$ cat config.mk
export PLATFORM = sky130hd
export DESIGN_NAME = sdram_arbiter
export DESIGN_NICKNAME = d
export VERILOG_FILES = /design/src/rtl/sdram_arb_pkg.sv /design/src/rtl/sdram_tag_fifo.sv /design/src/rtl/sdram_arbiter.sv
export SDC_FILE = /design/constraint.sdc
export NUM_CORES = 1
export LEC_CHECK = 0
export BUFFER_PORTS_ARGS = -buffer_cell sky130_fd_sc_hd__buf_2
export CAP_MARGIN = 10
export CORE_AREA = 2 2 147 149
export DETAILED_ROUTE_END_ITERATION = 7
export DIE_AREA = 0 0 149 151
export GPL_TIMING_DRIVEN = 0
export PLACE_DENSITY = 0.69
export SETUP_SLACK_MARGIN = 0.3
export SLEW_MARGIN = 20
export SYNTH_ARGS = -nofsm -noshare
export SYNTH_HDL_FRONTEND = slang
export SYNTH_SLANG_ARGS = --single-unit
$ cat constraint.sdc
create_clock -name clk -period 3.7 [get_ports clk]
set_clock_uncertainty 0.05 [all_clocks]
set_input_delay 0.185 -clock clk [delete_from_list [all_inputs] [get_ports clk]]
set_output_delay 0.185 -clock clk [all_outputs]
set_load 0.02 [all_outputs]
$ cat src/rtl/sdram_arb_pkg.sv
// rtl/sdram_arb_pkg.sv - shared types and helpers for the SDRAM multi-port arbiter
package sdram_arb_pkg;

  // Port indices are sized for the largest supported client count.
  localparam int MAX_PORTS = 8;
  localparam int PORT_W    = $clog2(MAX_PORTS);
  localparam int CNT_W     = 5;

  typedef enum logic [1:0] {
    IDLE   = 2'd0,
    GNT_RD = 2'd1,
    GNT_WR = 2'd2
  } arb_state_t;

  // Controller length code: 0 means a single word, otherwise len+2 words.
  function automatic logic [CNT_W-1:0] burst_words(input logic [3:0] len);
    if (len == 4'd0) return 5'd1;
    return {1'b0, len} + 5'd2;
  endfunction

endpackage

$ cat src/rtl/sdram_tag_fifo.sv
// rtl/sdram_tag_fifo.sv - in-flight read burst queue of {port, remaining words}
module sdram_tag_fifo
  import sdram_arb_pkg::*;
#(
  parameter int DEPTH = 4
) (
  input  logic              clk,
  input  logic              reset,
  input  logic              push,
  input  logic [PORT_W-1:0] push_port,
  input  logic [CNT_W-1:0]  push_cnt,
  input  logic              dec,
  output logic [PORT_W-1:0] head_port,
  output logic              empty,
  output logic              full
);

  localparam int AW = $clog2(DEPTH);
  localparam logic [AW:0] FULL_FILL = (AW+1)'(DEPTH);

  logic [PORT_W-1:0] port_mem [DEPTH];
  logic [CNT_W-1:0]  cnt_mem  [DEPTH];
  logic [AW-1:0]     rd_ptr, wr_ptr;
  logic [AW:0]       fill;
  logic              do_dec, pop;

  assign empty     = (fill == '0);
  assign full      = (fill == FULL_FILL);
  assign head_port = port_mem[rd_ptr];
  assign do_dec    = dec && !empty;
  assign pop       = do_dec && (cnt_mem[rd_ptr] == CNT_W'(1));

  always_ff @(posedge clk or posedge reset) begin
    if (reset) begin
      rd_ptr <= '0;
      wr_ptr <= '0;
      fill   <= '0;
      for (int i = 0; i < DEPTH; i++) begin
        port_mem[i] <= '0;
        cnt_mem[i]  <= '0;
      end
    end else begin
      if (push) begin
        port_mem[wr_ptr] <= push_port;
        cnt_mem[wr_ptr]  <= push_cnt;
        wr_ptr           <= wr_ptr + 1'b1;
      end
      if (do_dec && !pop) cnt_mem[rd_ptr] <= cnt_mem[rd_ptr] - 1'b1;
      if (pop) rd_ptr <= rd_ptr + 1'b1;
      case ({push, pop})
        2'b10:   fill <= fill + 1'b1;
        2'b01:   fill <= fill - 1'b1;
        default: ;
      endcase
    end
  end

endmodule

$ cat src/rtl/sdram_arbiter.sv
// rtl/sdram_arbiter.sv - round-robin multi-client front end for the SDRAM controller
module sdram_arbiter
  import sdram_arb_pkg::*;
#(
  parameter int NPORTS   = 4,
  parameter int XWIDTH   = 20,
  parameter int DWIDTH   = 16,
  parameter int TAGDEPTH = 4
) (
  input  logic                     clk,
  input  logic                     reset,
  input  logic [NPORTS-1:0]        cli_rd_req,
  input  logic [NPORTS-1:0]        cli_wr_req,
  input  logic [NPORTS*XWIDTH-1:0] cli_rd_addr,
  input  logic [NPORTS*XWIDTH-1:0] cli_wr_addr,
  input  logic [NPORTS*4-1:0]      cli_rd_len,
  input  logic [NPORTS*4-1:0]      cli_wr_len,
  input  logic [NPORTS*DWIDTH-1:0] cli_wr_data,
  output logic [NPORTS-1:0]        cli_rd_ack,
  output logic [NPORTS-1:0]        cli_wr_ack,
  output logic [NPORTS-1:0]        cli_wr_adv,
  output logic [NPORTS-1:0]        cli_rd_rdy,
  output logic [DWIDTH-1:0]        cli_rd_data,
  output logic                     mem_rd_req,
  output logic                     mem_wr_req,
  output logic [XWIDTH-1:0]        mem_rd_addr,
  output logic [XWIDTH-1:0]        mem_wr_addr,
  output logic [3:0]               mem_rd_len,
  output logic [3:0]               mem_wr_len,
  output logic [DWIDTH-1:0]        mem_wr_data,
  input  logic                     mem_rd_ack,
  input  logic                     mem_wr_ack,
  input  logic                     mem_wr_adv,
  input  logic                     mem_rd_rdy,
  input  logic [DWIDTH-1:0]        mem_rd_data,
  output logic                     err
);

  localparam logic [PORT_W-1:0] LAST_PORT = PORT_W'(NPORTS - 1);

  arb_state_t        state_q, state_d;
  logic [PORT_W-1:0] g_q, rr_ptr_q, win, cand, head_port;
  logic              found, win_rd;
  logic [MAX_PORTS-1:0] rd_elig, any_elig;
  logic [XWIDTH-1:0] win_rd_addr, win_wr_addr;
  logic [3:0]        win_rd_len, win_wr_len;
  logic [CNT_W-1:0]  wcnt_q, wcnt_after;
  logic              wr_acked_q, wr_done;
  logic              tag_push, tag_empty, tag_full;
  logic [NPORTS-1:0] head_oh;

  // Full queue blocks reads only; fill is the pre-pop value, so a same-cycle pop still holds the grant.
  assign rd_elig  = MAX_PORTS'(cli_rd_req & {NPORTS{~tag_full}});
  assign any_elig = rd_elig | MAX_PORTS'(cli_wr_req);

  always_comb begin
    found  = 1'b0;
    win    = '0;
    win_rd = 1'b0;
    cand   = '0;
    for (int k = 0; k < NPORTS; k++) begin
      cand = PORT_W'((int'(rr_ptr_q) + k) % NPORTS);
      if (!found && any_elig[cand]) begin
        found  = 1'b1;
        win    = cand;
        win_rd = rd_elig[cand];
      end
    end
  end

  always_comb begin
    win_rd_addr = '0;
    win_wr_addr = '0;
    win_rd_len  = '0;
    win_wr_len  = '0;
    head_oh     = '0;
    for (int i = 0; i < NPORTS; i++) begin
      if (win == PORT_W'(i)) begin
        win_rd_addr = cli_rd_addr[i*XWIDTH +: XWIDTH];
        win_wr_addr = cli_wr_addr[i*XWIDTH +: XWIDTH];
        win_rd_len  = cli_rd_len[i*4 +: 4];
        win_wr_len  = cli_wr_len[i*4 +: 4];
      end
      head_oh[i] = (head_port == PORT_W'(i));
    end
  end

  assign wcnt_after = (mem_wr_adv && wcnt_q != '0) ? wcnt_q - 1'b1 : wcnt_q;
  assign wr_done    = (wcnt_after == '0) && (wr_acked_q || mem_wr_ack);

  always_ff @(posedge clk or posedge reset) begin
    if (reset) state_q <= IDLE;
    else       state_q <= state_d;
  end

  always_comb begin
    state_d = state_q;
    case (state_q)
      IDLE:    if (found) state_d = win_rd ? GNT_RD : GNT_WR;
      GNT_RD:  if (mem_rd_ack) state_d = IDLE;
      GNT_WR:  if (wr_done) state_d = IDLE;
      default: state_d = IDLE;
    endcase
  end

  always_comb begin
    cli_rd_ack  = '0;
    cli_wr_ack  = '0;
    cli_wr_adv  = '0;
    mem_wr_data = '0;
    for (int i = 0; i < NPORTS; i++) begin
      if (g_q == PORT_W'(i)) begin
        if (state_q == GNT_RD) cli_rd_ack[i] = mem_rd_ack;
        if (state_q == GNT_WR) begin
          cli_wr_ack[i] = mem_wr_ack;
          cli_wr_adv[i] = mem_wr_adv;
          mem_wr_data   = cli_wr_data[i*DWIDTH +: DWIDTH];
        end
      end
    end
  end

  always_ff @(posedge clk or posedge reset) begin
    if (reset) begin
      g_q         <= '0;
      rr_ptr_q    <= '0;
      mem_rd_req  <= 1'b0;
      mem_wr_req  <= 1'b0;
      mem_rd_addr <= '0;
      mem_wr_addr <= '0;
      mem_rd_len  <= '0;
      mem_wr_len  <= '0;
      wcnt_q      <= '0;
      wr_acked_q  <= 1'b0;
    end else begin
      case (state_q)
        IDLE: if (found) begin
          g_q      <= win;
          rr_ptr_q <= (win == LAST_PORT) ? '0 : win + 1'b1;
          if (win_rd) begin
            mem_rd_req  <= 1'b1;
            mem_rd_addr <= win_rd_addr;
            mem_rd_len  <= win_rd_len;
          end else begin
            mem_wr_req  <= 1'b1;
            mem_wr_addr <= win_wr_addr;
            mem_wr_len  <= win_wr_len;
            wcnt_q      <= burst_words(win_wr_len);
            wr_acked_q  <= 1'b0;
          end
        end
        GNT_RD: if (mem_rd_ack) mem_rd_req <= 1'b0;
        GNT_WR: begin
          wcnt_q <= wcnt_after;
          if (mem_wr_ack) begin
            mem_wr_req <= 1'b0;
            wr_acked_q <= 1'b1;
          end
        end
        default: ;
      endcase
    end
  end

  assign tag_push = (state_q == GNT_RD) && mem_rd_ack;

  sdram_tag_fifo #(.DEPTH(TAGDEPTH)) u_tag_fifo (
    .clk       (clk),
    .reset     (reset),
    .push      (tag_push),
    .push_port (g_q),
    .push_cnt  (burst_words(mem_rd_len)),
    .dec       (mem_rd_rdy),
    .head_port (head_port),
    .empty     (tag_empty),
    .full      (tag_full)
  );

  // Returning data with nothing outstanding is dropped and latched as an error.
  always_ff @(posedge clk or posedge reset) begin
    if (reset) begin
      cli_rd_rdy  <= '0;
      cli_rd_data <= '0;
      err         <= 1'b0;
    end else begin
      cli_rd_rdy <= '0;
      if (mem_rd_rdy) begin
        if (tag_empty) begin
          err <= 1'b1;
        end else begin
          cli_rd_rdy  <= head_oh;
          cli_rd_data <= mem_rd_data;
        end
      end
    end
  end

endmodule

==> results.sh <==
export IMPL_synthArstFlopShare_pct=100
export IMPL_fillers=1827
export IMPL_crit_fanout=6
export IMPL_slew_limit_headroom_pct=52.2
export IMPL_min_to="mem_wr_addr[11]"
export IMPL_insertion_delay_ps=420
export IMPL_holdCritStartpoint="cli_wr_addr[71]"
export IMPL_cp_arrival_ps=3720
export IMPL_cts_sinks=118
export IMPL_layout_drive_gt1_share_pct=51.9
export IMPL_grt_pass1_wl_um=43700
export IMPL_power_frac_clock_pct=13.5
export IMPL_stdcell_area_sq_mm=0.0120
export IMPL_num_vias=8413
export IMPL_finalCritPeriodShare_pct=94.2
export IMPL_worstPathRequired_ps=3940
export IMPL_syn_avg_cell_area_sq_um=9.45
export IMPL_portBuffers=384
export IMPL_synth_area_sq_mm=0.00781
export IMPL_netlist_area_leader_share_pct=37.8
export IMPL_placed_cells=1487
export IMPL_max_freq_mhz=287
export IMPL_finalPower_mw=11.5
export IMPL_synth_edf_count=0
export IMPL_reg2reg_to="wcnt_q[2]"
export IMPL_cts_tree="built"
export IMPL_ys_warn_count=0
export IMPL_cap_violations=0
export IMPL_p_per_area_mw_per_mm2=966
export IMPL_crit_chain="buf_6 -> or3b_1 -> buf_6 -> a21oi_4 -> buf_6 -> nor2_4 -> nor2_2 -> o211ai_1 -> ha_2 -> nor2b_4 -> buf_8 -> a22oi_2 -> nor2_2 -> a21oi_2 -> o21ai_4 -> buf_6 -> xor2_2 -> o31ai_1 -> a21oi_1"
export IMPL_synth_fp_nets=1131
export IMPL_htreeDepth=4
export IMPL_overflow=0
export IMPL_start_util_pct=37.5
export IMPL_combPwrFrac_pct=67.0
export IMPL_fp_dieW_um=149
export IMPL_nets=1597
export IMPL_cp_slowest_cell="or3b_1"
export IMPL_worst_pin_slew_ps=707
export IMPL_hp_class="in -> reg"
export IMPL_antenna_left=0
export IMPL_path_class="reg -> reg"
export IMPL_ys_types=64
export IMPL_synth_commonest_cells="dfrtp_1 (118), nand2_1 (109), o21ai_0 (89), nor2_1 (78), a21oi_1 (61)"
export IMPL_p_seq_share_pct=19.5
export IMPL_clock_root_buffer="clkbuf_16"
export IMPL_rr_worst_depth=19
export IMPL_hold_depth=4
export IMPL_synth_most_common_cell="dfrtp_1"
export IMPL_finalHoldViolations=0
export IMPL_core_rowCount=53
export IMPL_p_int_mw=6.39
export IMPL_period_minus_slack_ps=3480
export IMPL_rsz0062_at_grt="true"
export IMPL_fin_util_pct=57.4
export IMPL_via_per_inst=5.31
export IMPL_first_pass_iters=5
export IMPL_rr_startpoint="u_tag_fifo.fill[0]"
export IMPL_power_switching_mw=5.16
export IMPL_yosysTopAreaCell="dfrtp_1"
export IMPL_register_area_sq_mm=0.00296
export IMPL_rrSetupSlack_ps=220
export IMPL_track_usage_pct=25.6
export IMPL_drt_iter0_drc=453
export IMPL_placed_cell_area_sq_mm=0.0101
export IMPL_place_congestion=0.943
export IMPL_top_level_ports=385
export IMPL_grt_max_degree=76
export IMPL_slowest_delay_ps=380
export IMPL_timing_final_max_slew_violations=0
export IMPL_fin_cells=1585
export IMPL_clk_pin_slew_ps=70
export IMPL_cp_common_cell="buf_6"
export IMPL_die_h_um=151
export IMPL_cp_end_kind="flip-flop"
export IMPL_p_leak_nw=5.80
export IMPL_max_vdd_ir_drop_mv=0.453
export IMPL_cts_buffers=17
export IMPL_status="finished, final reports clean"
export IMPL_finalSetupViolations=0
export IMPL_synth_seq_cells=118
export IMPL_synthFlopType="dfrtp_1"
export IMPL_drt_wl_total_um=30500
export IMPL_die_area_sq_mm=0.0225
export IMPL_switching_share_pct=44.7
export IMPL_multi_input_area_sq_mm=0.00491
export IMPL_drc=0
export IMPL_clockBufferDepth=2
export IMPL_wire_per_inst_um=19.2
export IMPL_grt_pass1_vias=8032
export IMPL_yosys_top_cells_area="dfrtp_1 (38%), mux4_2 (7.2%), mux2_4 (6.9%)"
export IMPL_area_delta_synth_final_pct=53.0
export IMPL_cp_start_kind="flip-flop"
export IMPL_yosysSeqAreaShare_pct=37.8
export IMPL_syn_inst=827
export IMPL_hpwl_um=22500
export IMPL_core_area_sq_mm=0.0208
export IMPL_hold_slack_ps=50.1
export IMPL_antenna_found_initial=6
per-layer routing:
metal	up-vias	wire length (um)	global-route usage (%)
li1	3922	-	-
met1	4013	11600	29.9
met2	404	15800	46.6
met3	68	1970	4.52
met4	6	1050	10.1
met5	-	40	0
layout by cell type, fill, tap and decap left out, types with 4 or more instances in the layout:
cell / netlist / final
buf_2: 2 / 387
dfrtp_1: 118 / 116
nand2_1: 109 / 109
o21ai_0: 89 / 72
nor2_1: 78 / 71
a21oi_1: 61 / 47
mux2_4: 36 / 40
mux2_2: 40 / 36
buf_4: 0 / 33
inv_1: 29 / 27
a22oi_2: 0 / 25
mux4_2: 25 / 25
a22oi_1: 47 / 22
clkbuf_1: 45 / 22
clkbuf_16: 0 / 22
dlygate4sd3_1: 0 / 19
and2_1: 16 / 16
buf_6: 5 / 15
o21ai_1: 1 / 14
nor3_1: 15 / 14
ha_1: 17 / 13
a21oi_2: 2 / 11
clkbuf_2: 1 / 8
buf_12: 0 / 7
xnor2_1: 7 / 7
buf_8: 0 / 6
diode_2: 0 / 5
nand2b_1: 5 / 5
nor2_2: 0 / 5
a21oi_4: 0 / 5
nand4_1: 5 / 5
mux2i_1: 4 / 4
o31ai_1: 4 / 4
clkinvlp_4: 0 / 4
clkinv_2: 0 / 4
per-stage QoR:
stage | setup slack [ps] | setup TNS, ps
5_1_grt | 17.0 | 0
3_5_place_dp | -775 | -25790
6_report | 216 | 0
4_1_cts | 247 | 0
2_1_floorplan | 336 | 0
3_3_place_gp | -1240 | -169290
power groups by stage:
stage               clock network [mW]  logic, mW  registers, mW
floorplan                            0       4.05           2.56
global placement                     0       6.13           2.23
detailed placement                   0       6.22           2.24
CTS                               1.58       6.80           2.24
global route                      1.65       8.36           2.31
finish                            1.56       7.74           2.25
cell families after synthesis:
family | count (synthesis) | synth area share [%]
AOI/OAI and AO/OA | 233 | 18.3
xor gates and xnor gates | 11 | 1.23
adders and majority gates | 18 | 2.98
buffers and inverters | 87 | 4.71
DFF | 118 | 37.8
muxes | 105 | 20.4
and+or+nand+nor | 255 | 14.6
worst max path at each step:
stage          slack, ps              end               start
2_1_floorplan        340   cli_rd_data[0]               reset
3_3_place_gp       -1240              err               reset
3_5_place_dp        -780  mem_wr_addr[18]  u_tag_fifo.fill[1]
4_1_cts              250        wcnt_q[1]  u_tag_fifo.fill[0]
5_1_grt               20        wcnt_q[1]  u_tag_fifo.fill[0]
6_report             220        wcnt_q[2]  u_tag_fifo.fill[0]
registers in the layout, summed over array words and instances, names as in the netlist:
signal,cells
mem_rd_addr,20
mem_rd_len,4
u_tag_fifo.port_mem,8
u_tag_fifo.wr_ptr,2
u_tag_fifo.rd_ptr,2
mem_rd_req,1
mem_wr_len,4
wr_acked_q,1
g_q,2
wcnt_q,5
err,1
cli_rd_rdy,4
mem_wr_req,1
rr_ptr_q,2
state_q,2
u_tag_fifo.fill,3
cli_rd_data,16
u_tag_fifo.cnt_mem,20
mem_wr_addr,20
timing repair:
action                                  in CTS  in global routing
gates cloned                                 1                  4
buffers inserted                            23                 15
endpoints found under the hold margin       61                  0
gates resized for setup                     82                130
endpoints found under the setup margin      56                 61
pin swaps                                   12                 18
hold buffers                                19                  0
layout make-up:
| cell class | count | area share [%] |
|---|---|---|
| multi-input combinational | 622 | 41.1 |
| sequential | 118 | 24.7 |
| timing repair buffer | 447 | 21.7 |
| buffer | 58 | 3.92 |
| clock buffer | 19 | 3.70 |
| tap | 275 | 2.88 |
| inverter | 29 | 0.952 |
| clock inverter | 12 | 0.889 |
| antenna | 5 | 0.105 |
critical path: cells and delay by family, from the launching register on:
kind	cells	cell delay, ps
AO/OA/AOI/OAI	7	1120
AND/OR/NAND/NOR	5	680
buffers and inverters	5	680
flip-flops	1	370
adder cells (fa/ha/maj)	1	270
XOR/XNOR	1	170
No activity file was read; power rests on OpenSTA's default activity.
